===== config.mk =====
export PLATFORM = sky130hd
export DESIGN_NAME = dma_controller_flat
export DESIGN_NICKNAME = d
export VERILOG_FILES = /design/src/rtl/dma_controller_pkg.sv /design/src/rtl/dma_controller_if.sv /design/src/rtl/dma_controller_addr_gen.sv /design/src/rtl/dma_controller.sv /design/src/flat_wrapper.sv
export SDC_FILE = /design/constraint.sdc
export NUM_CORES = 1
export LEC_CHECK = 0
export BUFFER_PORTS_ARGS = -buffer_cell sky130_fd_sc_hd__clkbuf_2
export CORE_ASPECT_RATIO = 1.2
export CORE_MARGIN = 4
export CORE_UTILIZATION = 35
export DETAILED_ROUTE_END_ITERATION = 6
export HOLD_SLACK_MARGIN = 0.06
export PLACE_DENSITY = 0.65
export SLEW_MARGIN = 15
export SYNTH_ARGS = -nofsm -noshare
export SYNTH_HDL_FRONTEND = slang
export SYNTH_SLANG_ARGS = --single-unit
export TNS_END_PERCENT = 1

===== constraint.sdc =====
create_clock -name Clk -period 4 [get_ports Clk]
set_clock_uncertainty 0.2 [all_clocks]
set_input_delay 0.8 -clock Clk [delete_from_list [all_inputs] [get_ports Clk]]
set_output_delay 0.8 -clock Clk [all_outputs]
set_load 0.01 [all_outputs]

===== src/rtl/dma_controller_pkg.sv =====
// Shared definitions for the DMA controller slice.
//   - Transfer geometry: word/block widths, blocks per transfer, bus hold time.
//   - State encoding of the controller FSM.
//   - blk_start(): rewinds a cycle count to the first cycle of its block.
package dma_controller_pkg;

    localparam int WORD_SIZE     = 16;
    localparam int FETCH_SIZE    = 64;
    localparam int NUM_BLOCKS    = 3;
    localparam int MEM_LATENCY   = 4;

    localparam int WORDS_PER_BLK = FETCH_SIZE / WORD_SIZE;
    localparam int XFER_CYCLES   = NUM_BLOCKS * MEM_LATENCY;
    // One extra code so the one-ahead count (XFER_CYCLES) is representable.
    localparam int CNT_W         = $clog2(XFER_CYCLES + 1);
    localparam int IDX_W         = 2;

    typedef enum logic [1:0] {
        IDLE = 2'd0,
        REQ  = 2'd1,
        XFER = 2'd2,
        DONE = 2'd3
    } dma_state_t;

    function automatic logic [CNT_W-1:0] blk_start(input logic [CNT_W-1:0] cnt);
        return (cnt / CNT_W'(MEM_LATENCY)) * CNT_W'(MEM_LATENCY);
    endfunction

endpackage


===== src/rtl/dma_controller_if.sv =====
// CPU/memory-side bundle of the DMA controller.
//   master (DMA engine): drives BR, dma_end, d_writeM, d_address, d_data, dev_idx;
//                        receives cmd, dma_base, BG, dev_data.
//   slave  (CPU/system): the mirror image.
interface dma_controller_if;
    import dma_controller_pkg::*;

    logic                  cmd;
    logic [WORD_SIZE-1:0]  dma_base;
    logic                  BG;
    logic                  BR;
    logic                  dma_end;
    logic                  d_writeM;
    logic [WORD_SIZE-1:0]  d_address;
    logic [FETCH_SIZE-1:0] d_data;
    logic [IDX_W-1:0]      dev_idx;
    logic [FETCH_SIZE-1:0] dev_data;

    modport master (
        input  cmd, dma_base, BG, dev_data,
        output BR, dma_end, d_writeM, d_address, d_data, dev_idx
    );

    modport slave (
        output cmd, dma_base, BG, dev_data,
        input  BR, dma_end, d_writeM, d_address, d_data, dev_idx
    );

endinterface


===== src/rtl/dma_controller_addr_gen.sv =====
// dma_addr_gen: combinational address/index generation for the DMA engine.
//   i_base    : block-aligned destination word address
//   i_cnt     : transfer cycle count that will be presented on the bus
//   i_ahead   : 1 when i_cnt is being written, so the device buffer should
//               already be pointed at the block of the following cycle
//   o_address : i_base + WORDS_PER_BLK * (i_cnt / MEM_LATENCY), wraps at 2^16
//   o_dev_idx : block index the device buffer must present next
module dma_addr_gen
    import dma_controller_pkg::*;
(
    input  logic [WORD_SIZE-1:0] i_base,
    input  logic [CNT_W-1:0]     i_cnt,
    input  logic                 i_ahead,
    output logic [WORD_SIZE-1:0] o_address,
    output logic [IDX_W-1:0]     o_dev_idx
);

    logic [IDX_W-1:0] w_blk;
    logic [CNT_W-1:0] w_cnt_ahead;

    assign w_blk       = IDX_W'(i_cnt / CNT_W'(MEM_LATENCY));
    // Unsigned add truncated to WORD_SIZE gives the modulo-2^16 wrap.
    assign o_address   = i_base + WORD_SIZE'(w_blk) * WORD_SIZE'(WORDS_PER_BLK);

    // dev_data is a combinational read of the registered dev_idx, so the index
    // has to lead the data register by one cycle.  Past the last block there is
    // nothing left to fetch; park on block 0 for the next transfer.
    assign w_cnt_ahead = i_cnt + CNT_W'(i_ahead);
    assign o_dev_idx   = (w_cnt_ahead < CNT_W'(XFER_CYCLES))
                       ? IDX_W'(w_cnt_ahead / CNT_W'(MEM_LATENCY)) : '0;

endmodule


===== src/rtl/dma_controller.sv =====
// dma_controller: bus-master DMA engine behind the CPU BR/BG/cmd/dma_end handshake.
// On a rising edge of cmd it requests the bus, and under grant writes NUM_BLOCKS
// FETCH_SIZE-bit blocks from the device buffer to memory, holding each block on
// the bus for MEM_LATENCY granted cycles, then pulses dma_end for one cycle.
//   Clk     : system clock, rising edge
//   Reset_N : asynchronous active-low reset
//   bus     : dma_controller_if.master (cmd, dma_base, BG, dev_data in;
//             BR, dma_end, d_writeM, d_address, d_data, dev_idx out)
module dma_controller
    import dma_controller_pkg::*;
(
    input  logic             Clk,
    input  logic             Reset_N,
    dma_controller_if.master bus
);

    dma_state_t            r_state;
    dma_state_t            w_state_nxt;
    logic [CNT_W-1:0]      r_cnt;
    logic [CNT_W-1:0]      w_cnt_nxt;
    logic                  w_wr_nxt;
    logic [WORD_SIZE-1:0]  r_base;
    logic                  r_cmd_q;
    logic                  w_start;
    logic                  r_br;
    logic                  r_dma_end;
    logic                  r_writeM;
    logic [WORD_SIZE-1:0]  r_address;
    logic [FETCH_SIZE-1:0] r_data;
    logic [IDX_W-1:0]      r_dev_idx;
    logic [WORD_SIZE-1:0]  w_address;
    logic [IDX_W-1:0]      w_dev_idx;

    assign w_start = bus.cmd & ~r_cmd_q;

    dma_addr_gen u_addr_gen (
        .i_base    (r_base),
        .i_cnt     (w_cnt_nxt),
        .i_ahead   (w_wr_nxt),
        .o_address (w_address),
        .o_dev_idx (w_dev_idx)
    );

    // State register
    always_ff @(posedge Clk or negedge Reset_N) begin
        if (!Reset_N) begin
            r_state <= IDLE;
        end else begin
            r_state <= w_state_nxt;
        end
    end

    // Next-state logic
    always_comb begin
        w_state_nxt = r_state;
        case (r_state)
            IDLE: if (w_start) w_state_nxt = REQ;
            REQ:  if (bus.BG)  w_state_nxt = XFER;
            XFER: if (bus.BG && r_writeM && (r_cnt == CNT_W'(XFER_CYCLES - 1)))
                      w_state_nxt = DONE;
            DONE: w_state_nxt = IDLE;
            default: w_state_nxt = IDLE;
        endcase
    end

    // Output/counter logic.  In XFER, r_writeM=0 means paused on a lost grant;
    // r_cnt then already points at the first cycle of the block to redo.
    always_comb begin
        w_cnt_nxt = '0;
        w_wr_nxt  = 1'b0;
        case (r_state)
            REQ: begin
                if (bus.BG) w_wr_nxt = 1'b1;
            end
            XFER: begin
                w_cnt_nxt = r_cnt;
                if (bus.BG) begin
                    if (!r_writeM) begin
                        w_wr_nxt = 1'b1;
                    end else if (r_cnt != CNT_W'(XFER_CYCLES - 1)) begin
                        w_cnt_nxt = r_cnt + 1'b1;
                        w_wr_nxt  = 1'b1;
                    end
                end else if (r_writeM) begin
                    w_cnt_nxt = blk_start(r_cnt);
                end
            end
            default: begin
                w_cnt_nxt = '0;
                w_wr_nxt  = 1'b0;
            end
        endcase
    end

    // Registered outputs and datapath
    always_ff @(posedge Clk or negedge Reset_N) begin
        if (!Reset_N) begin
            r_cnt     <= '0;
            r_base    <= '0;
            r_cmd_q   <= 1'b0;
            r_br      <= 1'b0;
            r_dma_end <= 1'b0;
            r_writeM  <= 1'b0;
            r_address <= '0;
            r_data    <= '0;
            r_dev_idx <= '0;
        end else begin
            r_cnt     <= w_cnt_nxt;
            r_cmd_q   <= bus.cmd;
            r_br      <= (w_state_nxt == REQ) || (w_state_nxt == XFER);
            r_dma_end <= (w_state_nxt == DONE);
            r_writeM  <= w_wr_nxt;
            r_dev_idx <= (w_state_nxt == XFER) ? w_dev_idx : '0;
            if ((r_state == IDLE) && w_start) begin
                r_base <= bus.dma_base & ~WORD_SIZE'(WORDS_PER_BLK - 1);
            end
            if (w_wr_nxt) begin
                r_address <= w_address;
                r_data    <= bus.dev_data;
            end
        end
    end

    assign bus.BR        = r_br;
    assign bus.dma_end   = r_dma_end;
    assign bus.d_writeM  = r_writeM;
    assign bus.d_address = r_address;
    assign bus.d_data    = r_data;
    assign bus.dev_idx   = r_dev_idx;

endmodule


===== src/flat_wrapper.sv =====
// flat-port wrapper written by rule: the top's interface ports become plain ports
module dma_controller_flat import dma_controller_pkg::*;
  (Clk, Reset_N, bus_cmd, bus_dma_base, bus_BG, bus_dev_data, bus_BR, bus_dma_end, bus_d_writeM, bus_d_address, bus_d_data, bus_dev_idx);
  dma_controller_if bus_i ();
  input  logic Clk;
  input  logic Reset_N;
  input wire logic [$bits(bus_i.cmd)-1:0] bus_cmd;
  input wire logic [$bits(bus_i.dma_base)-1:0] bus_dma_base;
  input wire logic [$bits(bus_i.BG)-1:0] bus_BG;
  input wire logic [$bits(bus_i.dev_data)-1:0] bus_dev_data;
  output wire logic [$bits(bus_i.BR)-1:0] bus_BR;
  output wire logic [$bits(bus_i.dma_end)-1:0] bus_dma_end;
  output wire logic [$bits(bus_i.d_writeM)-1:0] bus_d_writeM;
  output wire logic [$bits(bus_i.d_address)-1:0] bus_d_address;
  output wire logic [$bits(bus_i.d_data)-1:0] bus_d_data;
  output wire logic [$bits(bus_i.dev_idx)-1:0] bus_dev_idx;
  assign bus_i.cmd = bus_cmd;
  assign bus_i.dma_base = bus_dma_base;
  assign bus_i.BG = bus_BG;
  assign bus_i.dev_data = bus_dev_data;
  assign bus_BR = bus_i.BR;
  assign bus_dma_end = bus_i.dma_end;
  assign bus_d_writeM = bus_i.d_writeM;
  assign bus_d_address = bus_i.d_address;
  assign bus_d_data = bus_i.d_data;
  assign bus_dev_idx = bus_i.dev_idx;
  dma_controller u_core (.Clk(Clk), .Reset_N(Reset_N), .bus(bus_i));
endmodule

==> results of run 1 <==
==> kinds of logic (layout without fill, tap and decap cells) <==
family	count (synthesis)	count (layout)	synth area share (%)
AOI/OAI and AO/OA	23	23	3.417
muxes	85	85	21.67
buffers and inverters	26	195	3.616
adders and majority gates	11	11	3.303
and+or+nand+nor	54	54	6.293
DFF	104	104	59.23
xor gates and xnor gates	12	12	2.392
other	1	2	0.08534
==> Yosys cell counts, types with 5 or more instances <==
cell type | instances | share of area [%]
ha_1 | 10 | 2.8
xor2_1 | 6 | 1.2
mux2_1 | 5 | 1.3
a21oi_1 | 12 | 1.4
nand3_1 | 8 | 0.91
inv_1 | 11 | 0.94
buf_6 | 5 | 1.3
xnor2_1 | 6 | 1.2
dfrtp_1 | 104 | 59
nand2_1 | 10 | 0.85
buf_4 | 5 | 0.85
nor2_1 | 17 | 1.5
mux2_2 | 76 | 19
==> cell type report <==
class	count	area, sq um	share of cell area [%]
clock buffers	11	242.7	4.325
multi-input cells	187	1637	29.16
flip-flops and latches	104	2603	46.37
clock inverters	5	31.28	0.5573
repair buffers	168	857.1	15.27
inverters	11	41.29	0.7356
well taps	161	201.4	3.589
==> sequential cells by signal, summed over array words and instances (netlist names) <==
| name | flops |
|---|---|
| u_core.bus.BR | 1 |
| u_core.bus.d_address | 14 |
| u_core.bus.d_data | 64 |
| u_core.bus.d_writeM | 1 |
| u_core.bus.dev_idx | 2 |
| u_core.bus.dma_end | 1 |
| u_core.r_base | 14 |
| u_core.r_cmd_q | 1 |
| u_core.r_cnt | 4 |
| u_core.r_state | 2 |
==> power by group <==
group / internal (W) / switching, W
Clock: 0.000438 / 0.000367
Sequential: 0.00156 / 0.000288
Combinational: 0.000846 / 0.000779
==> metrics by stage <==
stage | instances | setup slack, ps
2_1_floorplan | 317 | 1079
3_3_place_gp | 631 | 740.2
3_5_place_dp | 631 | 704.8
4_1_cts | 647 | 691.7
5_1_grt | 647 | 508.0
6_report | 647 | 717.9
==> worst max-delay path by stage <==
stage,start,to,slack [ps],depth (start not counted)
2_1_floorplan,u_core.r_state[0]$_DFF_PN0_,u_core.bus.d_address[10]$_DFFE_PN0P_,1080,12
3_3_place_gp,u_core.r_state[0]$_DFF_PN0_,u_core.bus.d_address[10]$_DFFE_PN0P_,740,11
3_5_place_dp,u_core.r_state[0]$_DFF_PN0_,u_core.bus.d_address[10]$_DFFE_PN0P_,700,11
4_1_cts,u_core.r_state[0]$_DFF_PN0_,u_core.bus.d_address[10]$_DFFE_PN0P_,690,11
5_1_grt,u_core.r_state[0]$_DFF_PN0_,u_core.bus.d_address[12]$_DFFE_PN0P_,510,11
6_report,u_core.r_state[0]$_DFF_PN0_,u_core.bus.d_address[10]$_DFFE_PN0P_,720,11
==> per-layer routing <==
metal | wire length, um | share of wire [%]
met3 | 764 | 8.6
met5 | 0 | 0
met4 | 99 | 1.1
met2 | 4660 | 52
met1 | 3376 | 38
==> worst max-delay path, delay by kind of cell, from the launching register on <==
kind / cells / cell delay [ps]
flops: 1 / 400
simple gates: 3 / 900
buf+inv: 2 / 180
xor+xnor: 1 / 110
fa+ha+maj: 3 / 980
compound gates: 1 / 80
mux: 1 / 280
==> summary.md, run 1 <==
| Metric | Value |
|---|---|
| Status | `completed` |
| Gr busiest metal | `met2` |
| Flops & latches, synth | `104` |
| Boundary Pins | `169` |
| CTS root buffer | `clkbuf_16` |
| Die Width | `110.3 um` |
| Final Critical Period | `3282 ps` |
| Slowest CP cell | `fa_1` |
| GRT overflow | `0` |
| GR Util All Layers | `12.37%` |
| DIE AREA | `14,420 sq um` |
| DR pass1 iterations | `4` |
| Layout area overhead | `27.73%` |
| Peak supply drop | `308.4 uV` |
| CTS Sinks | `104` |
| Worst Hold Depth | `1` |
| Worst slew pin tran | `772.6 ps` |
| Met2 Use GR | `22.14%` |
| Post-CTS Hold Buffers | `0` |
| Vias in the first global route | `3,038` |
| Final Hold Violating Endpoints | `0` |
| Max Fclk | `0.3047 GHz` |
| Die H | `130.7 um` |
| Initial DRC count | `50` |
| Async SR Flop Fraction | `100.0%` |
| DRC violations left | `0` |
| Hold slack | `288.1 ps` |
| Most frequent cells in the layout | `clkbuf_2 (163), dfrtp_1 (104), mux2_2 (76)` |
| # rows | `44` |
| Layout cell share with drive strength beyond 1 | `53.70%` |
| Nets | `576` |
| Most used DFF post-synth | `dfrtp_1` |
| Initial Utilization | `35.95%` |
| Initial antenna violation count | `0` |
| WP data required | `4000 ps` |
| Drt total wl | `8901 um` |
| Synthesized area | `4394 sq um` |
| CTS-repair resized insts | `0` |
| M1 GR Usage | `13.83%` |
| Leak pwr | `2.675 nW` |
| Routed vias | `2,947` |
| Clock buffer count from CTS | `9` |
| Post-route cell area | `5613 sq um` |
| Worst setup path class | `reg2reg` |
| Worst min path class | `reg2reg` |
| First-pass GRT wire length | `14,070 um` |
| Distinct cells, synth | `38` |
| Power Total | `0.004276 W` |
| Slew HR | `48.49%` |
| CP startpoint kind | `flip-flop` |
| Diode count | `0` |
| Synth Instances | `316` |
| FF-to-FF End | `u_core.bus.d_address[10]$_DFFE_PN0P_` |
| Sequential fraction of the synthesis area | `59.23%` |
| Final Max Slew Viols | `0` |
| Avg Inst Size Synth | `13.91 sq um` |
| Pwr Density | `761.8 nW/um^2` |
| Post-CTS setup buffer count | `0` |
| Worst R2R Setup Slack | `720 ps` |
| Final setup fails | `0` |
| Worst skew pair latency | `330 ps` |
| CP Capture Type | `flip-flop` |
| Avg WL per Cell | `13.76 um` |
| DRT antenna net count | `0` |
| Max-Cap Viols | `0` |
| H-tree depth | `3` |
| CP arrival | `3280 ps` |
| Vias per cell | `4.555` |
| Post-DP HPWL | `6824 um` |
| Placed Area | `5335 sq um` |
| CTS tree | `built` |
| R2R cell count | `11` |
| CTS max path bufs | `2` |
| Yosys warnings | `0` |
| Unrepaired setup endpoints after global routing | `no` |
| Final core utilization | `45.93%` |
| I/O Buffers | `164` |
| Reg2reg start | `u_core.r_state[0]$_DFF_PN0_` |
| Hold_sp | `u_core.bus.d_data[5]$_DFFE_PN0P_` |
| Core ar. | `12,220 sq um` |
| Final period util | `82.05%` |
| Commonest non-fill, non-tap cell in the layout | `clkbuf_2` |
| Critical path fanouts, max | `9` |
| GR Layer Usage met3 | `4.521%` |
| Cell chain of the critical path | `inv_1, ha_1, or3b_1, mux2i_1, ha_1, inv_1, fa_1, nor2_1, and3_1, xnor2_1, a21oi_1` |
| Slowest cell delay on critical path | `420 ps` |
| Fin Setup TNS | `0 ps` |
| Post-synth EDFFs | `0` |
| Clock Pin Slew Worst Setup and Hold Paths | `70 ps` |
| Filler Cell Count | `1,166` |
| Largest net degree at the start of global routing | `90` |
| Hold endpoint | `u_core.bus.d_data[5]$_DFFE_PN0P_` |
| RD Place Congestion | `0.7710` |
Note: power is estimated with default switching activity, not from simulation.
==> run 2, diff against run 1 <==
--- a/config.mk
+++ b/config.mk
@@ -5,6 +5,7 @@
 export SDC_FILE = /design/constraint.sdc
 export NUM_CORES = 1
 export LEC_CHECK = 0
+export ABC_AREA = 1
 export BUFFER_PORTS_ARGS = -buffer_cell sky130_fd_sc_hd__clkbuf_2
 export CORE_ASPECT_RATIO = 1.2
 export CORE_MARGIN = 4
==> constraint.sdc (replaced) <==
create_clock -name Clk -period 3.4 [get_ports Clk]
set_clock_uncertainty 0.2 [all_clocks]
set_input_delay 0.68 -clock Clk [delete_from_list [all_inputs] [get_ports Clk]]
set_output_delay 0.68 -clock Clk [all_outputs]
set_load 0.01 [all_outputs]
==> summary.md, run 2 <==
| Metric | Value |
|---|---|
| # rows | `45 (+2.3%)` |
| Max reg flops | `64 (unchanged)` |
| Nets | `765 (+33%)` |
| Flops & latches, synth | `104 (unchanged)` |
| Most frequent cells in the layout | `nand2_1 (244), clkbuf_2 (163), dfrtp_1 (104)` |
| Clock buffer count from CTS | `9 (unchanged)` |
| Post-CTS Hold Buffers | `0 (unchanged)` |
| Critical path fanouts, max | `5 (-4)` |
| Hold slack | `241.2 ps (-46.90 ps)` |
| Final core utilization | `45.44% (-0.49 points)` |
| Worst R2R Setup Slack | `430 ps (-290 ps)` |
| Synthesized area | `4491 sq um (+2.2%)` |
| CP Capture Type | `flip-flop` |
| Largest net degree at the start of global routing | `75 (-17%)` |
| Fin Setup TNS | `0 ps (unchanged)` |
| Sequential fraction of the synthesis area | `57.95% (-1.3 points)` |
| Leak pwr | `3.290 nW (+23%)` |
| Synth top area share | `57.95% (-1.3 points)` |
| Vias in the first global route | `3,673 (+21%)` |
| Post-synth EDFFs | `0 (unchanged)` |
| Post-Layout Cell Count | `839 (+30%)` |
| Pwr Density | `869.5 nW/um^2 (+14%)` |
| Final Max Slew Viols | `0 (unchanged)` |
| Layout area overhead | `27.61% (about the same)` |
| Final Critical Period | `2967 ps (-314.8 ps)` |
| Area contributors post-synth | `dfrtp_1 (58%), nand2_1 (20%), inv_1 (2.9%), ha_1 (2.8%), a21oi_1 (1.9%)` |
| Worst min path class | `in2async` |
| WP data required | `3420 ps (-580 ps)` |
| Async SR Flop Fraction | `100.0% (unchanged)` |
| Core ar. | `12,610 sq um (+3.2%)` |
| Clock Pin Slew Worst Setup and Hold Paths | `70 ps (about the same)` |
| Final setup fails | `0 (unchanged)` |
| Most used DFF post-synth | `dfrtp_1` |
| CP arrival | `2990 ps (-290 ps)` |
| Post-DP HPWL | `8001 um (+17%)` |
| Worst setup path class | `reg2reg` |
| Commonest non-fill, non-tap cell in the layout | `nand2_1` |
| GR Util All Layers | `14.59% (+2.2 points)` |
| Die Width | `111.4 um (+1.0%)` |
| Initial DRC count | `114 (+130%)` |
| Post-route cell area | `5731 sq um (+2.1%)` |
| Inst Count DP | `823 (+30%)` |
| Area leader, netlist | `dfrtp_1` |
| Placed Area | `5421 sq um (+1.6%)` |
| Count leader, synth | `nand2_1` |
| Drt total wl | `10,800 um (+21%)` |
| Die H | `132.1 um (+1.0%)` |
| Routed vias | `3,736 (+27%)` |
| Yosys warnings | `0 (unchanged)` |
| DIE AREA | `14,710 sq um (+2.0%)` |
| DRC violations left | `0 (unchanged)` |
| First-pass GRT wire length | `17,550 um (+25%)` |
| H-tree depth | `3 (unchanged)` |
| Initial antenna violation count | `0 (unchanged)` |
| Vias per cell | `4.453 (-2.2%)` |
| GRT overflow | `0 (unchanged)` |
| CTS tree | `built` |
| Top cells by count, synth | `nand2_1 (244), dfrtp_1 (104), inv_1 (35)` |
| DR pass1 iterations | `5 (+1)` |
| Synth Instances | `512 (+62%)` |
| Max-Cap Viols | `0 (unchanged)` |
| CTS Sinks | `104 (unchanged)` |
| Distinct cells, synth | `28 (-26%)` |
| DRT antenna net count | `0 (unchanged)` |
| Avg WL per Cell | `12.87 um (-6.5%)` |
| Diode count | `0 (unchanged)` |
| Worst slew pin tran | `831.1 ps (+58.44 ps)` |
| Max Fclk | `0.3370 GHz (+11%)` |
| Avg Inst Size Synth | `8.771 sq um (-37%)` |
| Initial Utilization | `35.61% (-0.35 points)` |
| Worst skew pair latency | `330 ps (about the same)` |
| Status | `completed` |
| Post-CTS setup buffer count | `0 (unchanged)` |
| Slew HR | `44.60% (-3.9 points)` |
| Unrepaired setup endpoints after global routing | `no` |
| CP startpoint kind | `flip-flop` |
| CTS max path bufs | `2 (unchanged)` |
| R2R cell count | `13 (+2)` |
| CTS-repair resized insts | `0 (unchanged)` |
| Reg2reg start | `u_core.r_cnt[0]$_DFF_PN0_` |
| I/O Buffers | `164 (unchanged)` |
| Final Hold Violating Endpoints | `0 (unchanged)` |
| Layout cell share with drive strength beyond 1 | `28.59% (-25 points)` |
| RD Place Congestion | `0.8223 (+6.7%)` |
| Peak supply drop | `391.7 uV (+27%)` |
| CTS root buffer | `clkbuf_16` |
| Filler Cell Count | `1,292 (+11%)` |
| FF-to-FF End | `u_core.bus.d_address[12]$_DFFE_PN0P_` |
| Boundary Pins | `169 (unchanged)` |
| Final period util | `87.27% (+5.2 points)` |
==> run 2: cell types whose count changed after synthesis, moves of 5 or more <==
cell,delta
o21ai_0,+7
mux2_1,-5
nor2_1,+5
a21oi_1,+5
nand2_1,+234
buf_2,+7
xnor2_1,-6
inv_1,+24
mux2_2,-71
==> run 2: worst max-delay path, cell delays in order, from the launching register on <==
cell	delay, ps
dfrtp_1	410
ha_1	260
nand3_1	180
nor2_1	80
nor2_1	90
nand2_1	90
inv_1	100
ha_1	170
inv_1	50
fa_1	410
nor3_2	380
nand3_1	170
o21ai_0	180
o21ai_1	70
==> run 2: worst max-delay path by stage <==
stage                                   start                                   end  slack, ps  cells past startpoint
floorplan                              bus_BG  u_core.bus.d_address[12]$_DFFE_PN0P_        640                     14
global placement                       bus_BG  u_core.bus.d_address[12]$_DFFE_PN0P_        350                     14
detailed placement                     bus_BG  u_core.bus.d_address[12]$_DFFE_PN0P_        320                     14
CTS                 u_core.r_cnt[0]$_DFF_PN0_  u_core.bus.d_address[12]$_DFFE_PN0P_        420                     13
global route        u_core.r_cnt[0]$_DFF_PN0_  u_core.bus.d_address[12]$_DFFE_PN0P_        180                     13
finish              u_core.r_cnt[0]$_DFF_PN0_  u_core.bus.d_address[12]$_DFFE_PN0P_        430                     13
==> run 2: cells by family (layout without fill, tap and decap cells) <==
| group | count (synthesis) | after routing | share of synthesized area [%] |
|---|---|---|---|
| muxes | 5 | 5 | 1.254 |
| adders and majority gates | 11 | 11 | 3.232 |
| AOI/OAI and AO/OA | 35 | 35 | 4.179 |
| and+or+nand+nor | 289 | 289 | 25.16 |
| other | 1 | 2 | 0.08351 |
| buffers and inverters | 59 | 221 | 6.576 |
| DFF | 104 | 104 | 57.95 |
| xor gates and xnor gates | 8 | 8 | 1.560 |
==> run 2: cell type report <==
| class | count | area, sq um | share of cell area [%] |
|---|---|---|---|
| well taps | 164 | 205.2 | 3.581 |
| flip-flops and latches | 104 | 2603 | 45.41 |
| inverters | 37 | 138.9 | 2.424 |
| multi-input cells | 350 | 1597 | 27.86 |
| clock inverters | 4 | 52.55 | 0.9170 |
| repair buffers | 168 | 878.3 | 15.33 |
| clock buffers | 12 | 256.5 | 4.476 |
==> run 2: routing by layer <==
metal,vias to the layer above,global-route usage [%],share of wire (%)
met4,0,3.381,0.86
met3,9,4.224,7.3
li1,1881,-,-
met1,1730,16.91,41
met2,116,26.56,51
met5,-,0,0
==> run 2: report_power, final <==
group | switching, W | internal, W | total, W
Combinational | 0.00112 | 0.000727 | 0.00185
Clock | 0.000439 | 0.000613 | 0.00105
Sequential | 0.000316 | 0.00177 | 0.00208
==> run 2: per-stage QoR <==
step / setup slack (ps) / power, W
3_5_place_dp: 321.9 / 0.003999
5_1_grt: 182.0 / 0.005408
3_3_place_gp: 352.1 / 0.003915
4_1_cts: 415.8 / 0.005084
2_1_floorplan: 641.8 / 0.003224
6_report: 432.7 / 0.004983
